$ cat src/rtl/sirv_tl_frag_sequencer.sv
// -----------------------------------------------------------------------------
// sirv_tl_frag_sequencer
//
// Splits one multi-beat TileLink-UL A-channel request, presented by a
// single-beat repeater, into a train of beat-sized fragments for a narrow
// slave port. The block drives the repeater's repeat input. It generates the
// address and size of each fragment. It also counts in-flight fragments
// against D-channel acknowledgements, which limits how many are outstanding.
//
// Ports
//   clock, rst_n        rising-edge clock, asynchronous active-low reset
//   rep_valid/ready     repeater dequeue handshake
//   rep_repeat          ask the repeater to hold the current Get request
//   rep_opcode/param/size/source/address/mask/data   current A request
//   out_valid/ready     fragment handshake toward the slave
//   out_opcode/param/source/mask/data                passed through
//   out_size/address    per-fragment size and address
//   out_last            final fragment of the burst
//   d_fire              one D-channel acknowledgement accepted downstream
//   busy                burst in progress or fragments outstanding
//
// Optional feature (macro SIRV_FRAG_PERF_CNT_EN)
//   frag_count          16-bit wrapping count of issued fragments
//   frag_count_clr      synchronous clear; wins over a simultaneous fire
// -----------------------------------------------------------------------------
module sirv_tl_frag_sequencer #(
  parameter int ADDR_W  = 30,
  parameter int SRC_W   = 2,
  parameter int BEAT_LG = 2,
  parameter int MAX_LG  = 6,
  parameter int MAX_OUT = 4
) (
  input  logic              clock,
  input  logic              rst_n,
  input  logic              rep_valid,
  output logic              rep_ready,
  output logic              rep_repeat,
  input  logic [2:0]        rep_opcode,
  input  logic [2:0]        rep_param,
  input  logic [2:0]        rep_size,
  input  logic [SRC_W-1:0]  rep_source,
  input  logic [ADDR_W-1:0] rep_address,
  input  logic [3:0]        rep_mask,
  input  logic [31:0]       rep_data,
  output logic              out_valid,
  input  logic              out_ready,
  output logic [2:0]        out_opcode,
  output logic [2:0]        out_param,
  output logic [SRC_W-1:0]  out_source,
  output logic [3:0]        out_mask,
  output logic [31:0]       out_data,
  output logic [2:0]        out_size,
  output logic [ADDR_W-1:0] out_address,
  output logic              out_last,
  input  logic              d_fire,
`ifdef SIRV_FRAG_PERF_CNT_EN
  output logic [15:0]       frag_count,
  input  logic              frag_count_clr,
`endif
  output logic              busy
);

  localparam int BW = MAX_LG - BEAT_LG;

  logic [BW-1:0] beat_idx_q, beat_idx_d;
  logic [3:0]    outstanding_q, outstanding_d;
  logic [BW-1:0] last_idx;
  logic          stall;
  logic          fire;

  // Index of the final beat, equal to beats-1. Each bit is set when the
  // transfer is larger than the matching beat multiple.
  function automatic logic [BW-1:0] last_idx_f(input logic [2:0] sz);
    logic [BW-1:0] m;
    m = '0;
    for (int i = 0; i < BW; i++) begin
      if (int'(sz) > BEAT_LG + i) m[i] = 1'b1;
    end
    return m;
  endfunction

  // Outstanding counter update. An acknowledgement that arrives while the
  // counter is empty is illegal; the counter holds at zero in that case.
  function automatic logic [3:0] out_cnt_f(input logic [3:0] cnt,
                                           input logic       inc,
                                           input logic       dec);
    logic [3:0] r;
    r = cnt;
    if (inc && !dec)                 r = cnt + 4'd1;
    else if (!inc && dec && cnt != 0) r = cnt - 4'd1;
    return r;
  endfunction

  assign out_opcode = rep_opcode;
  assign out_param  = rep_param;
  assign out_source = rep_source;
  assign out_mask   = rep_mask;
  assign out_data   = rep_data;

  always_comb begin
    last_idx    = last_idx_f(rep_size);
    out_last    = (beat_idx_q == last_idx);
    stall       = (outstanding_q == 4'(MAX_OUT));
    out_valid   = rep_valid & ~stall;
    rep_ready   = out_ready & ~stall;
    fire        = out_valid & out_ready;
    // Only a Get is replayed by the repeater. A Put delivers a new data beat
    // upstream for every fragment.
    rep_repeat  = ~out_last & (rep_opcode == 3'd4);
    out_size    = (rep_size < 3'(BEAT_LG)) ? rep_size : 3'(BEAT_LG);
    // The base address is size-aligned, so ORing in the beat index walks the
    // beats. beat_idx is zero for single-beat requests.
    out_address = rep_address;
    out_address[MAX_LG-1:BEAT_LG] = rep_address[MAX_LG-1:BEAT_LG] | beat_idx_q;
    beat_idx_d  = beat_idx_q;
    if (fire) beat_idx_d = out_last ? '0 : beat_idx_q + 1'b1;
    outstanding_d = out_cnt_f(outstanding_q, fire, d_fire);
    busy        = (beat_idx_q != '0) | (outstanding_q != 4'd0);
  end

  // state registers
  always_ff @(posedge clock or negedge rst_n) begin
    if (!rst_n) begin
      beat_idx_q    <= '0;
      outstanding_q <= 4'd0;
    end else begin
      beat_idx_q    <= beat_idx_d;
      outstanding_q <= outstanding_d;
    end
  end

`ifdef SIRV_FRAG_PERF_CNT_EN
  logic [15:0] frag_count_q, frag_count_d;

  always_comb begin
    frag_count_d = frag_count_q;
    if (frag_count_clr) frag_count_d = 16'd0;
    else if (fire)      frag_count_d = frag_count_q + 16'd1;
  end

  // performance counter register
  always_ff @(posedge clock or negedge rst_n) begin
    if (!rst_n) frag_count_q <= 16'd0;
    else        frag_count_q <= frag_count_d;
  end

  assign frag_count = frag_count_q;
`endif

  a_size_legal: assert property (@(posedge clock) disable iff (!rst_n)
    rep_valid |-> (rep_size <= 3'(MAX_LG)));

endmodule

$ cat config.mk
export PLATFORM = sky130hd
export DESIGN_NAME = sirv_tl_frag_sequencer
export DESIGN_NICKNAME = d
export VERILOG_FILES = /design/src/rtl/sirv_tl_frag_sequencer.sv
export SDC_FILE = /design/constraint.sdc
export NUM_CORES = 1
export LEC_CHECK = 0
export ABC_AREA = 1
export BUFFER_PORTS_ARGS = -buffer_cell sky130_fd_sc_hd__buf_2
export CAP_MARGIN = 20
export CORE_MARGIN = 3
export CORE_UTILIZATION = 35
export CTS_CLUSTER_DIAMETER = 80
export DETAILED_ROUTE_END_ITERATION = 7
export HOLD_SLACK_MARGIN = 0.03
export PLACE_DENSITY = 0.89
export SYNTH_ARGS = -nofsm -noshare
export SYNTH_HDL_FRONTEND = slang
export SYNTH_SLANG_ARGS = --single-unit
$ cat constraint.sdc
create_clock -name clock -period 5.25 [get_ports clock]
set_input_delay 0.525 -clock clock [delete_from_list [all_inputs] [get_ports clock]]
set_output_delay 0.525 -clock clock [all_outputs]
set_load 0.01 [all_outputs]
==> results.md <==
* sinks on the clock net: 8
* Synthesized Nets: 261
* CP delay by family, top: flip-flops
* global-route wire length before repair: 3.08 mm
* CTS root buffer: clkbuf_4
* first-pass detailed-route iteration total: 4
* leading cell types in the layout, fill and taps excluded: 33 x nand2_1, 28 x buf_2, 13 x inv_1
* clock tree skew after final layout: 0.00882 ns
* total core area: 3420 sq um
* average wire length per cell after detail routing: 11.1 um
* Filler Cell Count: 372
* clock buffers created by TritonCTS: 3
* residual DRC count: 0
* data required time of the critical path: 4.72 ns
* cell area power density: 444 nW/um^2
* antenna violations before repair: 0
* clock transition time at the flip-flop clock pins of the worst setup and hold paths: 0.06 ns
* static leakage: 0.000548 uW
* critical path depth in cells: 6
* ratio of final minimum period to clock period: 0.361
* area leader, netlist: buf_4
* final max-slew violation count: 0
* chip width: 66.0 um
* # resized after CTS: 0
* Net count, final: 223
* cell with the biggest individual delay on the critical path: dfrtp_1
* initial detailed-routing violation count: 49
* flop2flop setup slack: 3.38 ns
* top cell type's share of synthesized area: 0.423
* aggregate routed wire length: 2.00 mm
* outcome: finished clean
* Largest stage delay, worst path: 0.45 ns
* area taken by multi-input logic gates: 472 sq um
* area of the mapped netlist: 1260 sq um
* Top-Level Pins: 164
* total number of H-tree levels: 1
* arrival time of the worst setup path: 1.37 ns
* critical-path maximum fanout: 6
* aggregate global routing overflow: 0
* vias per std cell: 4.49
* total power after layout: 421 uW
* setup repair after global routing missed its margin: no
* number of core rows: 21
* ratio of cells with drive above 1 in the final layout: 0.328
* launching element of the worst setup path: beat_idx_q[1]$_DFFE_PN0P_
* post-CTS setup buffer count: 0
* number of vias after detailed routing: 809
* worst min path class: primary input to asynchronous set/reset pin
* Fin Hold WS: 0.0976 ns
* Non-Filler Instances: 180
* worst-path cell chain: xor2_1 > nor2_2 > nand3_2 > inv_2 > nor2_1 > buf_2
* Fmax achieved: 527 MHz
* most frequent standard cell in the layout excluding fill and tap cells: nand2_1
* number of register bits inferred by synthesis: 8
* CTS tree: done
* synthesis-to-finish area growth: -24.8%
* core occupancy in the finished layout: 0.278
* number of setup violations in the final report: 0
* number of buffers inserted by port buffering: 28
* Yosys warnings: 0
* number of global-route vias before repair: 730
* final hold violations: 0
* detailed-placement wirelength estimate: 1.60 mm
* initial core utilization: 0.369
* area occupied by registers: 200 sq um
* placer's final routability congestion estimate: 0.816
* deepest clock path buffer count: 2
* category of the critical setup timing path: flop to output pin
* number of antenna-violating nets in the routed design: 0
* n_diodes: 0
* sequential-to-total area share from yosys stat: 0.159
* Yosys cell types: 24
* post-synthesis area per instance: 7.25 sq um
* startpoint class of the critical path: flop
* top cells by area in the synthesized netlist: buf_4 42%, dfrtp_1 16%, nand2_1 9.8%
* CP Capture Type: output pin
* MaxCap Viol Count: 0
* length in cells of the worst reg-to-reg path: 13
* Min Clock Period, post-route: 1.90 ns
* R2R Path Start: outstanding_q[2]$_DFFE_PN0P_
* worst path buffer plus inverter count: 2
* area enclosed by the die boundary: 4360 sq um
* total track usage: 0.0938
* later-pin clock latency in the skew report: 0.26 ns
* worst ir drop on vdd: 0.0000786 V
* destination of the worst register-to-register timing path: outstanding_q[3]$_DFFE_PN0P_
* # hold bufs at CTS: 0
* final setup TNS: 0 ns
* chip height: 66.0 um
* post-synthesis instance total: 174
* maximum number of pins on one net before global-route repair: 9
* number of placed instances with taps included: 177
## per-stage QoR
stage,setup WS [ns],instance area [sq um]
2_1_floorplan,3.50,1260
3_3_place_gp,3.33,926
3_5_place_dp,3.28,926
4_1_cts,3.33,948
5_1_grt,3.20,948
6_report,3.35,948
## final cells by class
type / count / area share
clock buffers: 3 / 0.0237
repair buffers: 28 / 0.148
flip-flops and latches: 8 / 0.211
multi-input cells: 80 / 0.497
inverters: 15 / 0.0594
well taps: 46 / 0.0607
## where the power goes
part	leakage (uW)	internal, uW	total [uW]	switching, uW
sequential	0.0000999	91.3	137	45.8
combinational	0.000434	98.5	234	136
clock	0.0000138	26.3	49.6	23.3
total	0.000548	216	421	205
## cells in the mapped netlist (all sizes together)
cell / count
buf: 71
nand2: 37
inv: 15
nand3: 12
nor2: 10
dfrtp: 8
or2: 5
ha: 4
xor2: 4
a21oi: 2
nand4: 2
conb: 1
fa: 1
nand3b: 1
o21ai: 1
## registers in the layout, indices dropped and copies added (netlist names)
register	cells
beat_idx_q	4
outstanding_q	4
## worst max path at each step
stage | end | slack (ns)
6_report | rep_repeat | 3.35
5_1_grt | outstanding_q[3]$_DFFE_PN0P_ | 3.20
4_1_cts | rep_repeat | 3.33
3_5_place_dp | outstanding_q[3]$_DFFE_PN0P_ | 3.28
3_3_place_gp | outstanding_q[3]$_DFFE_PN0P_ | 3.33
2_1_floorplan | outstanding_q[3]$_DFFE_PN0P_ | 3.50
## cells by family (layout without fill, tap and decap cells)
group / count (synthesis) / after routing / synth area share
buffers and inverters: 86 / 46 / 0.467
AND/OR/NAND/NOR: 67 / 67 / 0.273
flip-flops: 8 / 8 / 0.159
adder cells (fa/ha/maj): 5 / 5 / 0.0556
XOR/XNOR: 4 / 4 / 0.0278
AO/OA/AOI/OAI: 3 / 3 / 0.0149
other: 1 / 1 / 0.00297
## layer usage
metal / routed length, um / share of wire / global-route usage / up-vias
met5: 0 / 0 / 0 / -
met4: 99 / 0.050 / 0.104 / 0
met3: 318 / 0.16 / 0.0493 / 21
met2: 858 / 0.43 / 0.133 / 63
met1: 720 / 0.36 / 0.0917 / 342
li1: - / - / - / 383
Power figures use the tool's default switching activity.
